`src/rtl/mem_port_arbiter_pkg.sv`:
```
`default_nettype none
// ============================================================================
// Module   : mem_port_arbiter_pkg
// Brief    : Shared types for the IF/MEM memory port arbiter.
// Revision : 1.0 - initial release
// ============================================================================
package mem_port_arbiter_pkg;

    typedef enum logic [1:0] {
        BYTE = 2'b00,
        HALF = 2'b01,
        WORD = 2'b10
    } mem_access_size_t;

    typedef enum logic [1:0] {
        IDLE  = 2'd0,
        ISSUE = 2'd1,
        WAIT  = 2'd2,
        RESP  = 2'd3
    } arb_state_t;

    typedef enum logic {
        IMEM = 1'b0,
        DMEM = 1'b1
    } arb_owner_t;

    localparam int c_ctr_w = 4;

endpackage
`default_nettype wire

```
`src/rtl/arb_starve_ctr.sv`:
```
`default_nettype none
// ============================================================================
// Module   : arb_starve_ctr
// Brief    : Counts dmem wins over a waiting fetch and forces an imem grant.
// Revision : 1.0 - initial release
// ============================================================================
module arb_starve_ctr
    import mem_port_arbiter_pkg::*;
#(
    parameter int STARVE_LIMIT = 4
) (
    input  logic clk,
    input  logic reset_n,
    input  logic i_arb,
    input  logic i_imem_req,
    input  logic i_dmem_grant,
    output logic o_force
);

    localparam logic [c_ctr_w-1:0] c_limit = c_ctr_w'(STARVE_LIMIT);

    logic [c_ctr_w-1:0] r_count;

    // Any arbitration that is not a dmem win over a waiting fetch restarts the run.
    always_ff @(posedge clk) begin
        if (!reset_n) begin
            r_count <= '0;
        end else if (i_arb) begin
            if (i_imem_req && i_dmem_grant) begin
                r_count <= r_count + 1'b1;
            end else begin
                r_count <= '0;
            end
        end
    end

    assign o_force = i_imem_req && (r_count == c_limit);

endmodule
`default_nettype wire

```
`src/rtl/mem_port_arbiter.sv`:
```
`default_nettype none
// ============================================================================
// Module   : mem_port_arbiter
// Brief    : Shares one memory port between fetch and data access, dmem first.
//            Define ARB_ANTISTARVE_EN to enable forced fetch grants.
// Revision : 1.0 - initial release
// ============================================================================
module mem_port_arbiter
    import mem_port_arbiter_pkg::*;
#(
    parameter int STARVE_LIMIT = 4
) (
    input  logic        clk_i,
    input  logic        reset_n_i,
    input  logic        imem_req_i,
    input  logic [31:0] imem_addr_i,
    output logic        imem_ready_o,
    input  logic        imem_flush_i,
    output logic        imem_rsp_valid_o,
    output logic [31:0] imem_rsp_data_o,
    input  logic        dmem_req_i,
    input  logic [31:0] dmem_addr_i,
    input  logic        dmem_wr_enable_i,
    input  logic [1:0]  dmem_size_i,
    input  logic [31:0] dmem_wr_data_i,
    output logic        dmem_ready_o,
    output logic        dmem_rsp_valid_o,
    output logic [31:0] dmem_rsp_data_o,
    output logic        mem_valid_o,
    input  logic        mem_ready_i,
    output logic [31:0] mem_addr_o,
    output logic [31:0] mem_wr_data_o,
    output logic        mem_wr_enable_o,
    output logic [1:0]  mem_size_o,
    input  logic        mem_resp_i,
    input  logic [31:0] mem_rd_data_i
);

    arb_state_t  r_state;
    arb_state_t  w_state_nxt;
    arb_owner_t  r_owner;
    logic        r_drop;
    logic [31:0] r_rsp_data;
    logic        w_arb;
    logic        w_force;
    logic        w_grant_d;
    logic        w_grant_i;

    assign w_arb = (r_state == IDLE);

`ifdef ARB_ANTISTARVE_EN
    arb_starve_ctr #(
        .STARVE_LIMIT (STARVE_LIMIT)
    ) u_starve_ctr (
        .clk          (clk_i),
        .reset_n      (reset_n_i),
        .i_arb        (w_arb),
        .i_imem_req   (imem_req_i),
        .i_dmem_grant (w_grant_d),
        .o_force      (w_force)
    );
`else
    // Strict priority: the limit has no meaning without the counter.
    assign w_force = 1'b0 & (STARVE_LIMIT == 0);
`endif

    assign w_grant_d    = w_arb && dmem_req_i && !w_force;
    assign w_grant_i    = w_arb && imem_req_i && !w_grant_d;
    assign imem_ready_o = w_grant_i;
    assign dmem_ready_o = w_grant_d;

    always_ff @(posedge clk_i) begin
        if (!reset_n_i) begin
            r_state <= IDLE;
        end else begin
            r_state <= w_state_nxt;
        end
    end

    always_comb begin
        w_state_nxt = r_state;
        case (r_state)
            IDLE:    if (w_grant_d || w_grant_i) w_state_nxt = ISSUE;
            ISSUE:   if (mem_ready_i)            w_state_nxt = WAIT;
            WAIT:    if (mem_resp_i)             w_state_nxt = RESP;
            RESP:                                w_state_nxt = IDLE;
            default:                             w_state_nxt = IDLE;
        endcase
    end

    always_ff @(posedge clk_i) begin
        if (!reset_n_i) begin
            r_owner         <= IMEM;
            r_drop          <= 1'b0;
            r_rsp_data      <= '0;
            mem_addr_o      <= '0;
            mem_wr_data_o   <= '0;
            mem_wr_enable_o <= 1'b0;
            mem_size_o      <= '0;
        end else begin
            if (w_grant_d) begin
                r_owner         <= DMEM;
                mem_addr_o      <= dmem_addr_i;
                mem_wr_data_o   <= dmem_wr_data_i;
                mem_wr_enable_o <= dmem_wr_enable_i;
                mem_size_o      <= dmem_size_i;
            end else if (w_grant_i) begin
                r_owner         <= IMEM;
                mem_addr_o      <= imem_addr_i;
                mem_wr_data_o   <= '0;
                mem_wr_enable_o <= 1'b0;
                mem_size_o      <= WORD;
            end
            if ((r_state == WAIT) && mem_resp_i) begin
                r_rsp_data <= mem_wr_enable_o ? 32'd0 : mem_rd_data_i;
            end
            // Drop flag lives only for the current fetch; RESP always returns to IDLE.
            if ((r_state == IDLE) || (r_state == RESP)) begin
                r_drop <= 1'b0;
            end else if ((r_owner == IMEM) && imem_flush_i) begin
                r_drop <= 1'b1;
            end
        end
    end

    assign mem_valid_o      = (r_state == ISSUE);
    assign imem_rsp_valid_o = (r_state == RESP) && (r_owner == IMEM) && !r_drop && !imem_flush_i;
    assign dmem_rsp_valid_o = (r_state == RESP) && (r_owner == DMEM);
    assign imem_rsp_data_o  = r_rsp_data;
    assign dmem_rsp_data_o  = r_rsp_data;

endmodule
`default_nettype wire

```
`config.mk`:
```
export PLATFORM = sky130hd
export DESIGN_NAME = mem_port_arbiter
export DESIGN_NICKNAME = d
export VERILOG_FILES = /design/src/rtl/mem_port_arbiter_pkg.sv /design/src/rtl/arb_starve_ctr.sv /design/src/rtl/mem_port_arbiter.sv
export SDC_FILE = /design/constraint.sdc
export NUM_CORES = 1
export LEC_CHECK = 0
export CAP_MARGIN = 5
export CORE_ASPECT_RATIO = 0.6
export CORE_MARGIN = 2
export CORE_UTILIZATION = 35
export DETAILED_ROUTE_END_ITERATION = 12
export GPL_TIMING_DRIVEN = 0
export PLACE_DENSITY = 0.84
export RECOVER_POWER = 100
export SLEW_MARGIN = 20
export SYNTH_ARGS = -nofsm -noshare
export SYNTH_HDL_FRONTEND = slang
export SYNTH_SLANG_ARGS = --single-unit
```
`constraint.sdc`:
```
create_clock -name clk_i -period 1.7 [get_ports clk_i]
set_input_delay 0.17 -clock clk_i [delete_from_list [all_inputs] [get_ports clk_i]]
set_output_delay 0.17 -clock clk_i [all_outputs]
set_load 0.02 [all_outputs]
```
# Word-level counts from Yosys, hierarchy flattened

Index checks and enable logic that the tools add are counted.

Register bits: 103
Input port bits: 138
Output and inout bits: 136
Logic and storage cells: 48

Eq/ne operators: 6
Mux-type cells: 14
Bitwise gates (word level): 2
Reduce and logical (&&, ||, !) cells: 18

Operators by type and width:

| kind                                                                   | count |
|---|---|
| 32-bit 2-to-1 mux                                                      | 5 |
| 2-bit 2-to-1 mux                                                       | 5 |
| 1-bit logical AND                                                      | 9 |
| 2-bit case mux with 4 select lines                                     | 1 |
| 2-bit equality test (second input constant)                            | 2 |
| 2-bit by 1-bit != test with 1-bit output (second input constant)       | 2 |
| 1-bit zero test                                                        | 3 |
| 1-bit 2-to-1 mux                                                       | 3 |
| 3-bit AND reduction                                                    | 1 |
| 2-bit by 1-bit equality test with 1-bit output (second input constant) | 1 |
| 2-bit zero test                                                        | 1 |
| 1-bit logical OR                                                       | 2 |
| 2-bit != test (second input constant)                                  | 1 |
| 1-bit inverter                                                         | 2 |
| 2-bit nonzero test                                                     | 1 |
| 2-bit OR reduction                                                     | 1 |

# Longest topological paths before layout

Depth after elaboration: 7
Gate-level depth with buffers: 8
Gate-level depth less buffers: 6

# Worst setup path before layout

No wires, ideal clock.

Kind: reg2reg
Start: reg r_state[0]
End: reg mem_addr_o[22]
Library setup time: 119 ps
Arrival: 1347 ps
Data required time: 1581 ps
Setup slack: 234 ps
Stages on the path, launching flop included: 9
Path buffers: 2
Clock period less this slack: 1466 ps
Cell sequence: dfxtp_1 inv_1 ha_1 nand2_2 inv_2 buf_4 buf_6 a21oi_1 a21oi_1

Cells in the longest elaborated chain, start to end: 5
Elaborated cells between the ends (all ways): 7
Classes of those cells: mux: 1; reduce/logical: 6

Ends and longest elaborated chain:

| what                                | RTL line                | text |
|---|---|---|
| from (decl)                         | mem_port_arbiter.sv:39  | `arb_state_t r_state;` |
| from (signal assigned)              | mem_port_arbiter.sv:76  | `r_state <= w_state_nxt;` |
| 2-bit zero test *                   | mem_port_arbiter.sv:49  | `assign w_arb = (r_state == IDLE);` |
| 1-bit logical AND *                 | mem_port_arbiter.sv:67  | `assign w_grant_d = w_arb && dmem_req_i && !w_force;` |
| net dmem_ready_o                    | mem_port_arbiter.sv:26  | `output logic dmem_ready_o,` |
| 1-bit zero test                     | mem_port_arbiter.sv:68  | `assign w_grant_i = w_arb && imem_req_i && !w_grant_d;` |
| 1-bit logical AND                   | mem_port_arbiter.sv:68  |  |
| 2-bit nonzero test (no source line) | n/a                     |  |
| to (signal assigned)                | mem_port_arbiter.sv:103 | `mem_addr_o <= dmem_addr_i;` |
| to (signal assigned)                | mem_port_arbiter.sv:109 | `mem_addr_o <= imem_addr_i;` |
| to (decl)                           | mem_port_arbiter.sv:31  | `output logic [31:0] mem_addr_o,` |

The timed path passes the listed nets; every way through them passes the cells marked *.
A chain may end at the register's enable or synchronous reset.

# Final worst setup path

Start: reg r_rsp_data[1], in the netlist dmem_rsp_data_o[1]
End: out imem_rsp_data_o[1]

RTL lines:

| what                   | RTL line                | text |
|---|---|---|
| from (decl)            | mem_port_arbiter.sv:43  | `logic [31:0] r_rsp_data;` |
| from (signal assigned) | mem_port_arbiter.sv:115 | `r_rsp_data <= mem_wr_enable_o ? 32'd0 : mem_rd_data_i;` |
| to (decl)              | mem_port_arbiter.sv:20  | `output logic [31:0] imem_rsp_data_o,` |

No word-level cell between the ends.

==> summary.md <==
| Metric | Value |
|---|---|
| Run status | `finished clean` |
| Antenna violations before repair | `0` |
| Initial DRC Count | `196` |
| Clock-pin transition on the worst setup and hold timing paths | `~0.070 ns` |
| Share of the yosys chip area belonging to registers | `46.6%` |
| Total die area | `between 10000 and 15000 um^2` |
| Leakage dissipation | `2.90 nW` |
| Count of H-tree levels built during CTS | `3` |
| Category of the worst setup path launch point | `flip-flop` |
| Clock power share | `roughly 20%` |
| N_diodes | `0` |
| Largest vdd supply drop | `0.000786 V` |
| Adder and majority gate portion of the synthesized area | `1.13%` |
| Detailed-route via count | `4764` |
| Net count after synthesis | `645` |
| Die Span X | `149 um` |
| DRT antenna net count | `0` |
| Setup repair after global routing missed its margin | `yes` |
| Area share of the leading cell type in the synthesized netlist | `46.6%` |
| Total number of nets in the final design | `931` |
| Slew @ Worst Pin | `0.505 ns` |
| Number of cell rows | `31` |
| Crit path kind | `reg2out` |
| Setup crit end kind | `output port` |
| Hold buffer count at cts | `0` |
| Max capacitance violation total | `0` |
| Commonest register cell after synthesis | `sky130_fd_sc_hd__dfxtp_1` |
| Sequential share of power | `31.8%` |
| Clock skew after layout | `roughly 0.0047 ns` |
| Compound-gate portion of the synthesized area | `23.5%` |
| Number of endpoints with negative hold slack in the final report | `0` |
| Average routed wire per standard cell | `roughly 16 um` |
| Fraction of registers with async set/reset | `0%` |
| Critical path fanouts, max | `3` |
| Switch share | `approximately 39%` |
| Effective utilization at floorplan | `36.3%` |
| Biggest area contributors in the synthesized netlist | `sky130_fd_sc_hd__dfxtp_1, sky130_fd_sc_hd__a21oi_1, sky130_fd_sc_hd__nand4b_1` |
| Total design power | `10.2 mW` |
| Clock tree from TritonCTS | `done` |
| Number of distinct library cells after synthesis | `28` |
| Library cell used as clock root buffer | `sky130_fd_sc_hd__clkbuf_16` |
| Die height | `91.1 um` |
| Clock period minus worst slack | `1.61 ns` |
| Combinational family with the most area after synthesis | `compound AO/OA/AOI/OAI gates` |
| P_int | `6.28 mW` |
| Max Root-Sink Buffers | `2` |
| Arrival time of data at the critical path endpoint | `~1.4 ns` |
| Fill cell total of the finished layout | `997` |
| Post-synthesis share of cell area spent on xor and xnor gates | `0%` |
| Required time of the worst setup path | `1.53 ns` |
| Count of TritonRoute iterations in the first routing pass | `4` |
| Combinational share of power | `48.2%` |
| Simple logic cell fraction of the synthesized area | `17.9%` |
| Setup Slack @ Placement | `-0.519 ns` |
| Estimated wirelength of the detail-placed design | `12300 um` |
| Number of global-route vias before repair | `about 4800` |
| Cell area after synthesis | `around 4400 um^2` |
| Aggregate routed wire length | `15700 um` |
| Pin count of the biggest net entering global routing | `21` |
| Area leader, netlist | `sky130_fd_sc_hd__dfxtp_1` |
| Power density over the cells | `1320 nW/um^2` |
| Avg Inst Size Synth | `roughly 8.8 um^2` |
| Syn. warnings | `0` |
| Net switching power | `3.96 mW` |
| Synthesis-stage register bit count | `between 100 and 150` |
| Type of the worst min-delay path | `in2reg` |
| Final routed DRC violation total | `0` |
| Max Freq | `approximately 0.62 GHz` |
| Routability-driven placement congestion ratio | `between 0.8 and 0.9` |
| Placeable core region | `12200 um^2` |
| Combined global-route utilization of all metal layers | `22.5%` |
| Most common cell in the netlist | `sky130_fd_sc_hd__dfxtp_1` |
| Clock latency at the later pin of the worst-skew pair | `0.33 ns` |
| First-pass GRT wire length | `24300 um` |
| Congestion Overflow GR | `0` |
| Mux cell area share after synthesis | `0.226%` |
| Number of enable-type register cells in the synthesized netlist | `0` |
| Vias per Instance | `4.97` |
| Relative slew margins | `66.3%` |
| Ranking of synthesized cells by instance count | `sky130_fd_sc_hd__dfxtp_1, sky130_fd_sc_hd__nand2_1, sky130_fd_sc_hd__a21oi_1, sky130_fd_sc_hd__nor2b_1, sky130_fd_sc_hd__a22oi_1` |
| Clock tree sinks | `103` |
| Area growth, synth to finish | `75.4%` |
| Number of top-level design ports | `274` |
| Number of clock buffers inserted by TritonCTS | `9` |
| Final worst slack | `0.0857 ns` |
| Final setup vio count | `0` |
| Number of input and output port buffers inserted | `271` |
| Share of the cycle needed by the critical path after routing | `95.0%` |
| Synth Instances | `503` |
| Number of pins exceeding their max-slew limit in the final report | `0` |
| Fraction of final layout cells with drive strength greater than 1 | `a little under an eighth` |
-- what timing repair did --
action | CTS | global route
resized for setup | 36 | 21
setup buffers | 2 | 4
pin swaps | 1 | 1
setup endpoints to repair | 77 | 95
-- state kept, by name, indices dropped and copies added, names as in the netlist --
register         flops
r_owner              1
mem_addr_o          32
dmem_rsp_data_o     32
mem_wr_data_o       32
mem_size_o           2
mem_wr_enable_o      1
r_state              2
r_drop               1
-- area by class of cell --
type | count | area [um^2] | share of cell area [%]
Buffer | 75 | 477 | 6.14
Clock buffer | 9 | 225 | 2.90
Clock inverter | 7 | 77.6 | 0.999
Inverter | 6 | 27.5 | 0.355
Multi-Input combinational cell | 317 | 1930 | 24.8
Sequential cell | 103 | 2070 | 26.6
Tap cell | 165 | 206 | 2.66
Timing Repair Buffer | 277 | 2750 | 35.5
-- final timing paths --
check	from	endpoint	slack, ns	cells after the start
min	reset_n_i	dmem_rsp_data_o[1]$_SDFFE_PN0P_	0.22	2
max	dmem_rsp_data_o[1]$_SDFFE_PN0P_	imem_rsp_data_o[1]	0.09	2
min reg2reg	dmem_rsp_data_o[19]$_SDFFE_PN0P_	dmem_rsp_data_o[19]$_SDFFE_PN0P_	0.49	2
max reg2reg	r_state[0]$_SDFFE_PN0P_	mem_addr_o[31]$_SDFFE_PN0P_	0.09	8
-- layout by cell type (no fill, tap or decap), types with 19 or more instances in the layout --
| cell | Yosys | routed |
|---|---|---|
| sky130_fd_sc_hd__clkdlybuf4s50_1 | 0 | 265 |
| sky130_fd_sc_hd__dfxtp_1 | 103 | 101 |
| sky130_fd_sc_hd__nand2_1 | 67 | 66 |
| sky130_fd_sc_hd__a21oi_1 | 65 | 65 |
| sky130_fd_sc_hd__buf_4 | 33 | 39 |
| sky130_fd_sc_hd__nor2b_1 | 36 | 36 |
| sky130_fd_sc_hd__a22oi_1 | 34 | 34 |
| sky130_fd_sc_hd__nand4b_1 | 32 | 32 |
| sky130_fd_sc_hd__a21boi_0 | 32 | 32 |
| sky130_fd_sc_hd__o21ai_0 | 31 | 31 |
| sky130_fd_sc_hd__clkbuf_1 | 29 | 19 |
-- critical path, stage by stage, from the launching register on --
cell	delay [ns]
sky130_fd_sc_hd__dfxtp_1	0.40
sky130_fd_sc_hd__buf_4	0.13
sky130_fd_sc_hd__clkdlybuf4s50_1	0.59
-- routing by layer --
| layer | up-vias | GRT usage, % | routed length (um) |
|---|---|---|---|
| met5 | - | 0 | 0 |
| met4 | 0 | 6.43 | 223 |
| met3 | 16 | 6.38 | 1090 |
| met2 | 190 | 39.0 | 7600 |
| met1 | 2257 | 27.2 | 6750 |
| li1 | 2301 | - | - |
-- power groups by stage --
stage / clock [mW] / sequential, mW / combinational (mW)
3_3_place_gp: 0 / 3.27 / 4.54
2_1_floorplan: 0 / 3.82 / 2.03
6_report: 2.05 / 3.26 / 4.94
5_1_grt: 2.21 / 3.32 / 5.32
3_5_place_dp: 0 / 3.29 / 4.64
4_1_cts: 2.11 / 3.25 / 4.84
-- kinds of logic after synthesis --
group,Yosys count
multiplexers,1
AND/OR/NAND/NOR,142
adder cells (fa/ha/maj),4
buffers and inverters,83
flip-flops,103
AO/OA/AOI/OAI,170
-- metrics by stage --
step           area, um^2  instances  util (%)  TNS (ns)  hold slack, ns
3_3_place_gp         7350        939      60.3     -2.86           0.453
6_report             7760        959      63.7         0           0.223
3_5_place_dp         7350        939      60.3     -6.47           0.475
4_1_cts              7710        957      63.3  -0.00498           0.215
2_1_floorplan        4430        503         -         0           0.304
5_1_grt              7760        959      63.7   -0.0941           0.220
Note: power is estimated with default switching activity, not from simulation.
